[src/rtl/tdm_pkg.sv]
// Shared definitions for the TDM scan multiplexer: mode encoding and
// the width helper used for the channel select and the dwell counter.
package tdm_pkg;

   localparam logic MODE_MANUAL = 1'b0;
   localparam logic MODE_SCAN   = 1'b1;

   // Smallest bit count able to index n items, never below one bit.
   function automatic int clog2_min1(input int n);
      int r;
      r = 0;
      while ((1 << r) < n) r++;
      return (r < 1) ? 1 : r;
   endfunction

endpackage

[src/rtl/tdm_scan_ctrl.sv]
// Scan sequencer: walks the channel pointer with a programmable dwell
// and flags the final dwell sample of the last channel.
module tdm_scan_ctrl
   import tdm_pkg::*;
#(
   parameter int CHANNELS = 4,
   parameter int DWELL    = 4,
   parameter int SEL_W    = clog2_min1(CHANNELS)
) (
   input  logic             clk,
   input  logic             rst_n,
   input  logic             start,
   input  logic             advance,
   input  logic [SEL_W-1:0] sel,
   output logic [SEL_W-1:0] ptr,
   output logic             last_sample
);

   localparam int CNT_W = clog2_min1(DWELL);
   localparam logic [SEL_W-1:0] LAST_CH  = SEL_W'(CHANNELS - 1);
   localparam logic [CNT_W-1:0] LAST_CNT = CNT_W'(DWELL - 1);

   logic [CNT_W-1:0] cnt;
   logic             dwell_done;
   logic             sel_ok;

   assign dwell_done  = (cnt == LAST_CNT);
   assign last_sample = dwell_done && (ptr == LAST_CH);
   assign sel_ok      = ({1'b0, sel} < (SEL_W + 1)'(CHANNELS));

   // Pointer wraps explicitly so non-power-of-two channel counts never
   // reach an unused index.
   always_ff @(posedge clk or negedge rst_n) begin
      if (!rst_n) begin
         ptr <= '0;
         cnt <= '0;
      end else if (start) begin
         ptr <= sel_ok ? sel : '0;
         cnt <= '0;
      end else if (advance) begin
         if (dwell_done) begin
            cnt <= '0;
            ptr <= (ptr == LAST_CH) ? '0 : ptr + SEL_W'(1);
         end else begin
            cnt <= cnt + CNT_W'(1);
         end
      end
   end

endmodule

[src/rtl/tdm_scan_mux.sv]
// Registered N-to-1 channel multiplexer with manual select and an
// automatic time-division scan mode.
module tdm_scan_mux
   import tdm_pkg::*;
#(
   parameter  int WIDTH    = 8,
   parameter  int CHANNELS = 4,
   parameter  int DWELL    = 4,
   localparam int SEL_W    = clog2_min1(CHANNELS)
) (
   input  logic                      clk,
   input  logic                      rst_n,
   input  logic [CHANNELS*WIDTH-1:0] din,
   input  logic [SEL_W-1:0]          sel,
   input  logic                      mode,
   input  logic                      en,
   output logic [WIDTH-1:0]          dout,
   output logic [SEL_W-1:0]          ch_out,
   output logic                      valid,
   output logic                      wrap,
   output logic                      err
);

   logic             mode_q;
   logic             scan_start;
   logic             scan_run;
   logic             sel_ok;
   logic [SEL_W-1:0] start_ch;
   logic [SEL_W-1:0] ptr;
   logic [SEL_W-1:0] mux_idx;
   logic             last_sample;
   logic [WIDTH-1:0] mux_data;

   assign scan_start = (mode == MODE_SCAN) && (mode_q == MODE_MANUAL);
   assign scan_run   = (mode == MODE_SCAN) && (mode_q == MODE_SCAN);
   assign sel_ok     = ({1'b0, sel} < (SEL_W + 1)'(CHANNELS));
   assign start_ch   = sel_ok ? sel : '0;

   tdm_scan_ctrl #(
      .CHANNELS (CHANNELS),
      .DWELL    (DWELL),
      .SEL_W    (SEL_W)
   ) u_ctrl (
      .clk         (clk),
      .rst_n       (rst_n),
      .start       (scan_start),
      .advance     (scan_run && en),
      .sel         (sel),
      .ptr         (ptr),
      .last_sample (last_sample)
   );

   always_comb begin
      mux_idx = sel;
      if (scan_start) begin
         mux_idx = start_ch;
      end else if (scan_run) begin
         mux_idx = ptr;
      end
   end

   // Out-of-range indices select nothing, so the mux yields zero.
   always_comb begin
      mux_data = '0;
      for (int k = 0; k < CHANNELS; k++) begin
         if (mux_idx == SEL_W'(k)) mux_data = din[k*WIDTH +: WIDTH];
      end
   end

   always_ff @(posedge clk or negedge rst_n) begin
      if (!rst_n) begin
         mode_q <= MODE_MANUAL;
      end else begin
         mode_q <= mode;
      end
   end

   // valid is a one-cycle strobe with no backpressure: dout/ch_out/wrap/err
   // describe a new sample exactly when valid=1; dout/ch_out hold otherwise.
   // The scan start edge loads dout but is not a dwell sample, so no strobe.
   always_ff @(posedge clk or negedge rst_n) begin
      if (!rst_n) begin
         dout   <= '0;
         ch_out <= '0;
         valid  <= 1'b0;
         wrap   <= 1'b0;
         err    <= 1'b0;
      end else begin
         valid <= 1'b0;
         wrap  <= 1'b0;
         err   <= 1'b0;
         if (en) begin
            dout <= mux_data;
            if (scan_start) begin
               ch_out <= start_ch;
            end else if (scan_run) begin
               ch_out <= ptr;
               valid  <= 1'b1;
               wrap   <= last_sample;
            end else begin
               ch_out <= sel;
               valid  <= 1'b1;
               err    <= !sel_ok;
            end
         end
      end
   end

endmodule

[config.mk]
export PLATFORM = sky130hd
export DESIGN_NAME = tdm_scan_mux
export DESIGN_NICKNAME = d
export VERILOG_FILES = /design/src/rtl/tdm_pkg.sv /design/src/rtl/tdm_scan_ctrl.sv /design/src/rtl/tdm_scan_mux.sv
export SDC_FILE = /design/constraint.sdc
export NUM_CORES = 1
export LEC_CHECK = 0
export CAP_MARGIN = 20
export CORE_UTILIZATION = 35
export DETAILED_ROUTE_END_ITERATION = 16
export PLACE_DENSITY_LB_ADDON = 0.3
export SKIP_LAST_GASP = 1
export SYNTH_ARGS = -nofsm -noshare
export SYNTH_HDL_FRONTEND = slang
export SYNTH_SLANG_ARGS = --single-unit
[constraint.sdc]
create_clock -name clk -period 3.4 [get_ports clk]
set_input_delay 0.68 -clock clk [delete_from_list [all_inputs] [get_ports clk]]
set_output_delay 0.68 -clock clk [all_outputs]
set_load 0.02 [all_outputs]
Yosys cells after proc, flatten, opt, wreduce, memory -nomap -nowiden
Index checks and enable logic that the tools add are counted.
Widths: inputs -> output; s select.

storage, ports and cells
  bits in registers = 17
  output and inout port bits = 13
  bits of input ports = 38
  logic and storage cells = 41

cells by class
  multiplexer cells = 18
  bitwise logic cells = 1
  eq/ne operators = 5
  reductions and logical operators = 8
  add/sub/neg operators = 2

operators with widths
  operator             count
  $mux 8               4
  $mux 2               9
  $eq 2x2->1 const B   4
  $mux 1               5
  $add 2x1->2 const B  2
  $logic_and 1x1->1    4
  $reduce_bool 2->1    2
  $eq 2x1->1 const B   1
  $logic_not 2->1      1
  $reduce_and 2->1     1
  $not 1->1            1

Depth between registers and ports, before layout
  depth in word-level cells = 8
  mapped depth = 6
  gate-level depth less buffers = 5

By module
Synthesis repeated with hierarchy kept, for this count alone.

unflattened totals
  cell total of the unflattened synthesis = 96
  area total of the unflattened synthesis = 1021.0 µm²

by module, submodules not included
  module         times used  area each (µm²)  sequential area each (µm²)  cells an instance
  tdm_scan_mux   1           810.8            325.3                       76
  tdm_scan_ctrl  1           210.2            100.1                       20

Worst setup path after synthesis
No wires, ideal clock.

  path kind = input to register
  from = in mode
  to = reg dout[0]
  library setup time = 0.104 ns
  arrival = 1.744 ns
  required time = 3.296 ns
  path slack = 1.552 ns
  path buffers = 1
  stages = 5
  path through = buf_2 > and4_2 > a31oi_1 > o22ai_1 > a221oi_1

on the way
  word-level cells in the longest chain between the ends = 8
  elaborated cells between the ends (all ways) = 12
  classes of those cells = 3 x eq/ne; 6 x mux; 3 x reduce/logical

RTL lines
  what                  line                text
  start, declared       tdm_scan_mux.sv:15  input logic mode,
  $logic_and 1x1->1     tdm_scan_mux.sv:35  assign scan_run = (mode == MODE_SCAN) && (mode_q == MODE_SCAN);
  $mux 2                tdm_scan_mux.sv:57  end else if (scan_run) begin
  $mux 2 (*)            tdm_scan_mux.sv:55  if (scan_start) begin
  $logic_not 2->1       tdm_scan_mux.sv:66  if (mux_idx == SEL_W'(k)) mux_data = din[k*WIDTH +: WIDTH];
  $mux 8 (3 in series)  tdm_scan_mux.sv:66
  $mux 8 (*)            tdm_scan_mux.sv:66
  end signal, assigned  tdm_scan_mux.sv:93  dout <= mux_data;
  end, declared         tdm_scan_mux.sv:17  output logic [WIDTH-1:0] dout,

Mark *: on every way between the ends. The rest lies on a longest branch, timed or not.
A chain may end at the register's enable or synchronous reset.

Final worst setup path
  from = in mode
  to = reg dout[2]

Same word-level chain as after synthesis.

==> metrics.md <==
| Metric | Value |
|---|---|
| Global route total overflow | `0` |
| Top cell type's share of synthesized area | `0.435` |
| EDFF count, synth | `0` |
| Pre-antenna DRT Iters | `4` |
| Worst setup EP type | `flop` |
| Clk network pwr share | `0.200` |
| Io pins | `51` |
| Die Y | `54.9 µm` |
| Top_reg_cell synth | `dfrtp_1` |
| RSZ-0062 raised after global routing | `false` |
| Antenna diodes | `0` |
| Switching power | `0.177 mW` |
| Setup repair bufs after CTS | `0` |
| Post-Syn Area | `about 1000 µm²` |
| Hold_buf cts | `0` |
| Final Hold Vio Count | `0` |
| Sequential Power Share | `0.450` |
| Share of layout cells above drive strength 1 | `0.0658` |
| Synthesized net count | `142` |
| Starting density of the core | `0.381` |
| Yosys warns | `0` |
| HP Class | `reg -> reg` |
| Synth-to-layout area growth | `55.9%` |
| Post-CTS sizing | `0` |
| Total clock sinks | `17` |
| Period utilization | `0.646` |
| Via Count | `between 900 and 1000` |
| Register area share after synthesis | `0.435` |
| Fraction of registers with async set/reset | `1.00` |
| Synth area leader | `dfrtp_1` |
| Setup TNS | `0 ns` |
| Worst EP required | `3.59 ns` |
| Die area | `3010 µm²` |
| Final Setup Violations | `0` |
| Fin nets | `approximately 190` |
| Comb pwr share | `0.350` |
| Slew Viols, Final | `0` |
| Routed WL per cell | `14.0 µm` |
| Worst endpoint data arrival time | `2.39 ns` |
| Via density | `5.34` |
| Global Route Usage Sum | `0.197` |
| H-tree Lvls | `1` |
| Worst-Margin Slew | `0.748 ns` |
| Core Area | `2570 µm²` |
| Power per cell area | `366 nW/µm²` |
| Max Cap Viol | `0` |
| Ranking of synthesized cells by area | `dfrtp_1, mux2i_1, a221oi_1` |
| Root buffer cell | `clkbuf_4` |
| Vias in the first global route | `about 950` |
| First-pass GRT wire length | `4110 µm` |
| First DRT Iteration DRCs | `10` |
| Crit path kind | `in -> reg` |
| Cell-internal power | `0.381 mW` |
| Skew-Pair Late Insertion Delay | `0.30 ns` |
| Clk slew on worst S/H paths | `~0.1 ns` |
| Startpoint Class | `primary input` |
| Max_slew headroom | `0.500` |
| Max Buffers Root-to-Sink | `2` |
| Final Core Density | `0.594` |
| FF+latch count, synth | `17` |
| Synth Instances | `102` |
| Port bufs | `49` |
| Pleak | `between 0.6 and 0.7 nW` |
| Post-DP HPWL | `about 1900 µm` |
| Antenna viol nets, final | `0` |
| Gp weighted congestion | `roughly 0.7` |
| Net Sw Frac | `0.317` |
| Outcome | `complete, no violations` |
| Unique cell type count in the Yosys netlist | `28` |
| Initial antenna violation count | `0` |
| Largest fanout on the critical path | `11` |
| Die width | `54.9 µm` |
| Clk_skew | `0.0100 ns` |
| CTS buffer count | `3` |
| CTS tree | `done` |
| Final WL | `2550 µm` |
| Fillers | `about 230` |
| Site Rows | `18` |
| Largest net degree at the start of global routing | `18` |
| Final critical-path required period | `2.20 ns` |
| Synth Area per Inst | `9.59 µm²` |
| Max Fclk | `0.455 GHz` |
| Max VDD drop | `0.205 mV` |
| Remaining DRCs | `0` |
## cell families (layout without fill, tap and decap cells)
| logic type | after synthesis | in the layout | share of synthesized area |
|---|---|---|---|
| simple gates | 30 | 30 | 0.176 |
| compound gates | 26 | 26 | 0.178 |
| flops | 17 | 17 | 0.435 |
| buf+inv | 16 | 66 | 0.0665 |
| mux | 10 | 10 | 0.115 |
| fa+ha+maj | 2 | 2 | 0.0256 |
| other cells | 1 | 1 | 0.00383 |
## flip-flops by register name, indices dropped and copies added, names as in the netlist
name,cells
valid,1
mode_q,1
wrap,1
dout,8
u_ctrl.ptr,2
ch_out,2
u_ctrl.cnt,2
## per-layer routing
layer  wire length, µm  vias to the layer above  track usage
met4                10                        0       0.0641
met1              1120                      469        0.223
met5                 0                        -            0
met3               160                        2       0.0639
li1                  -                      463            -
met2              1260                       37        0.345
## cell type report
class                      instances  area [µm²]  area share
multi-input combinational         69         488       0.320
inverter                          11        41.3      0.0271
tap                               30        37.5      0.0246
clock buffer                       3        22.5      0.0148
timing repair buffer              51         505       0.331
clock inverter                     1        5.00     0.00328
sequential                        17         425       0.279
## layout by cell type, fill, tap and decap left out, drive strengths merged
cell / count
a221oi: 8
dfrtp: 17
nor3: 2
nand4b: 1
and3: 1
nand3b: 1
nand2: 6
and4: 1
nor2: 5
o21ai: 6
a31oi: 1
clkbuf: 3
a21boi: 1
ha: 2
mux2i: 10
clkinv: 1
buf: 2
nand4: 1
and2b: 1
o22ai: 8
a21oi: 2
nand3: 2
nand2b: 8
clkdlybuf4s50: 49
nor2b: 1
inv: 11
conb: 1
## cells in the mapped netlist (all sizes together), types with 2 or more instances
cell type,count
nand2b,8
nand3,2
o22ai,8
mux2i,10
o21ai,6
ha,2
nor2,5
nor3,2
a21oi,2
buf,2
nand2,6
clkbuf,3
a221oi,8
dfrtp,17
inv,11
## stage by stage
step	area [µm²]	power (mW)	hold slack [ns]	cells	setup WS, ns
2_1_floorplan	978	0.344	0.384	102	1.55
3_3_place_gp	1500	0.444	0.482	178	0.945
3_5_place_dp	1500	0.451	0.490	178	0.864
4_1_cts	1530	0.563	0.517	182	1.20
5_1_grt	1530	0.597	0.561	182	1.06
6_report	1530	0.558	0.507	182	1.20
## path summary, 6_finish.rpt
kind,cells past startpoint,end,start,slack (ns)
setup / recovery,5,dout[2],mode,1.20
hold / removal,2,ch_out[1],ch_out[1],0.51
min in group asynchronous,1,u_ctrl.cnt[0],rst_n,0.81
max in group asynchronous,1,dout[3],rst_n,2.11
setup reg to reg,4,dout[2],mode_q,1.75
hold reg to reg,2,ch_out[1],ch_out[1],0.51
## power by group through the flow
stage / registers [mW] / clock network [mW] / logic (mW)
4_1_cts: 0.251 / 0.115 / 0.198
6_report: 0.251 / 0.112 / 0.196
3_3_place_gp: 0.253 / 0 / 0.191
2_1_floorplan: 0.274 / 0 / 0.0700
5_1_grt: 0.255 / 0.128 / 0.214
3_5_place_dp: 0.253 / 0 / 0.198
## worst max-delay path, stage by stage
cell	delay, ns
clkdlybuf4s50_1	0.60
nand2_4	0.18
mux2i_4	0.48
mux2i_1	0.14
a221oi_1	0.30
Note: power is estimated with default switching activity, not from simulation.
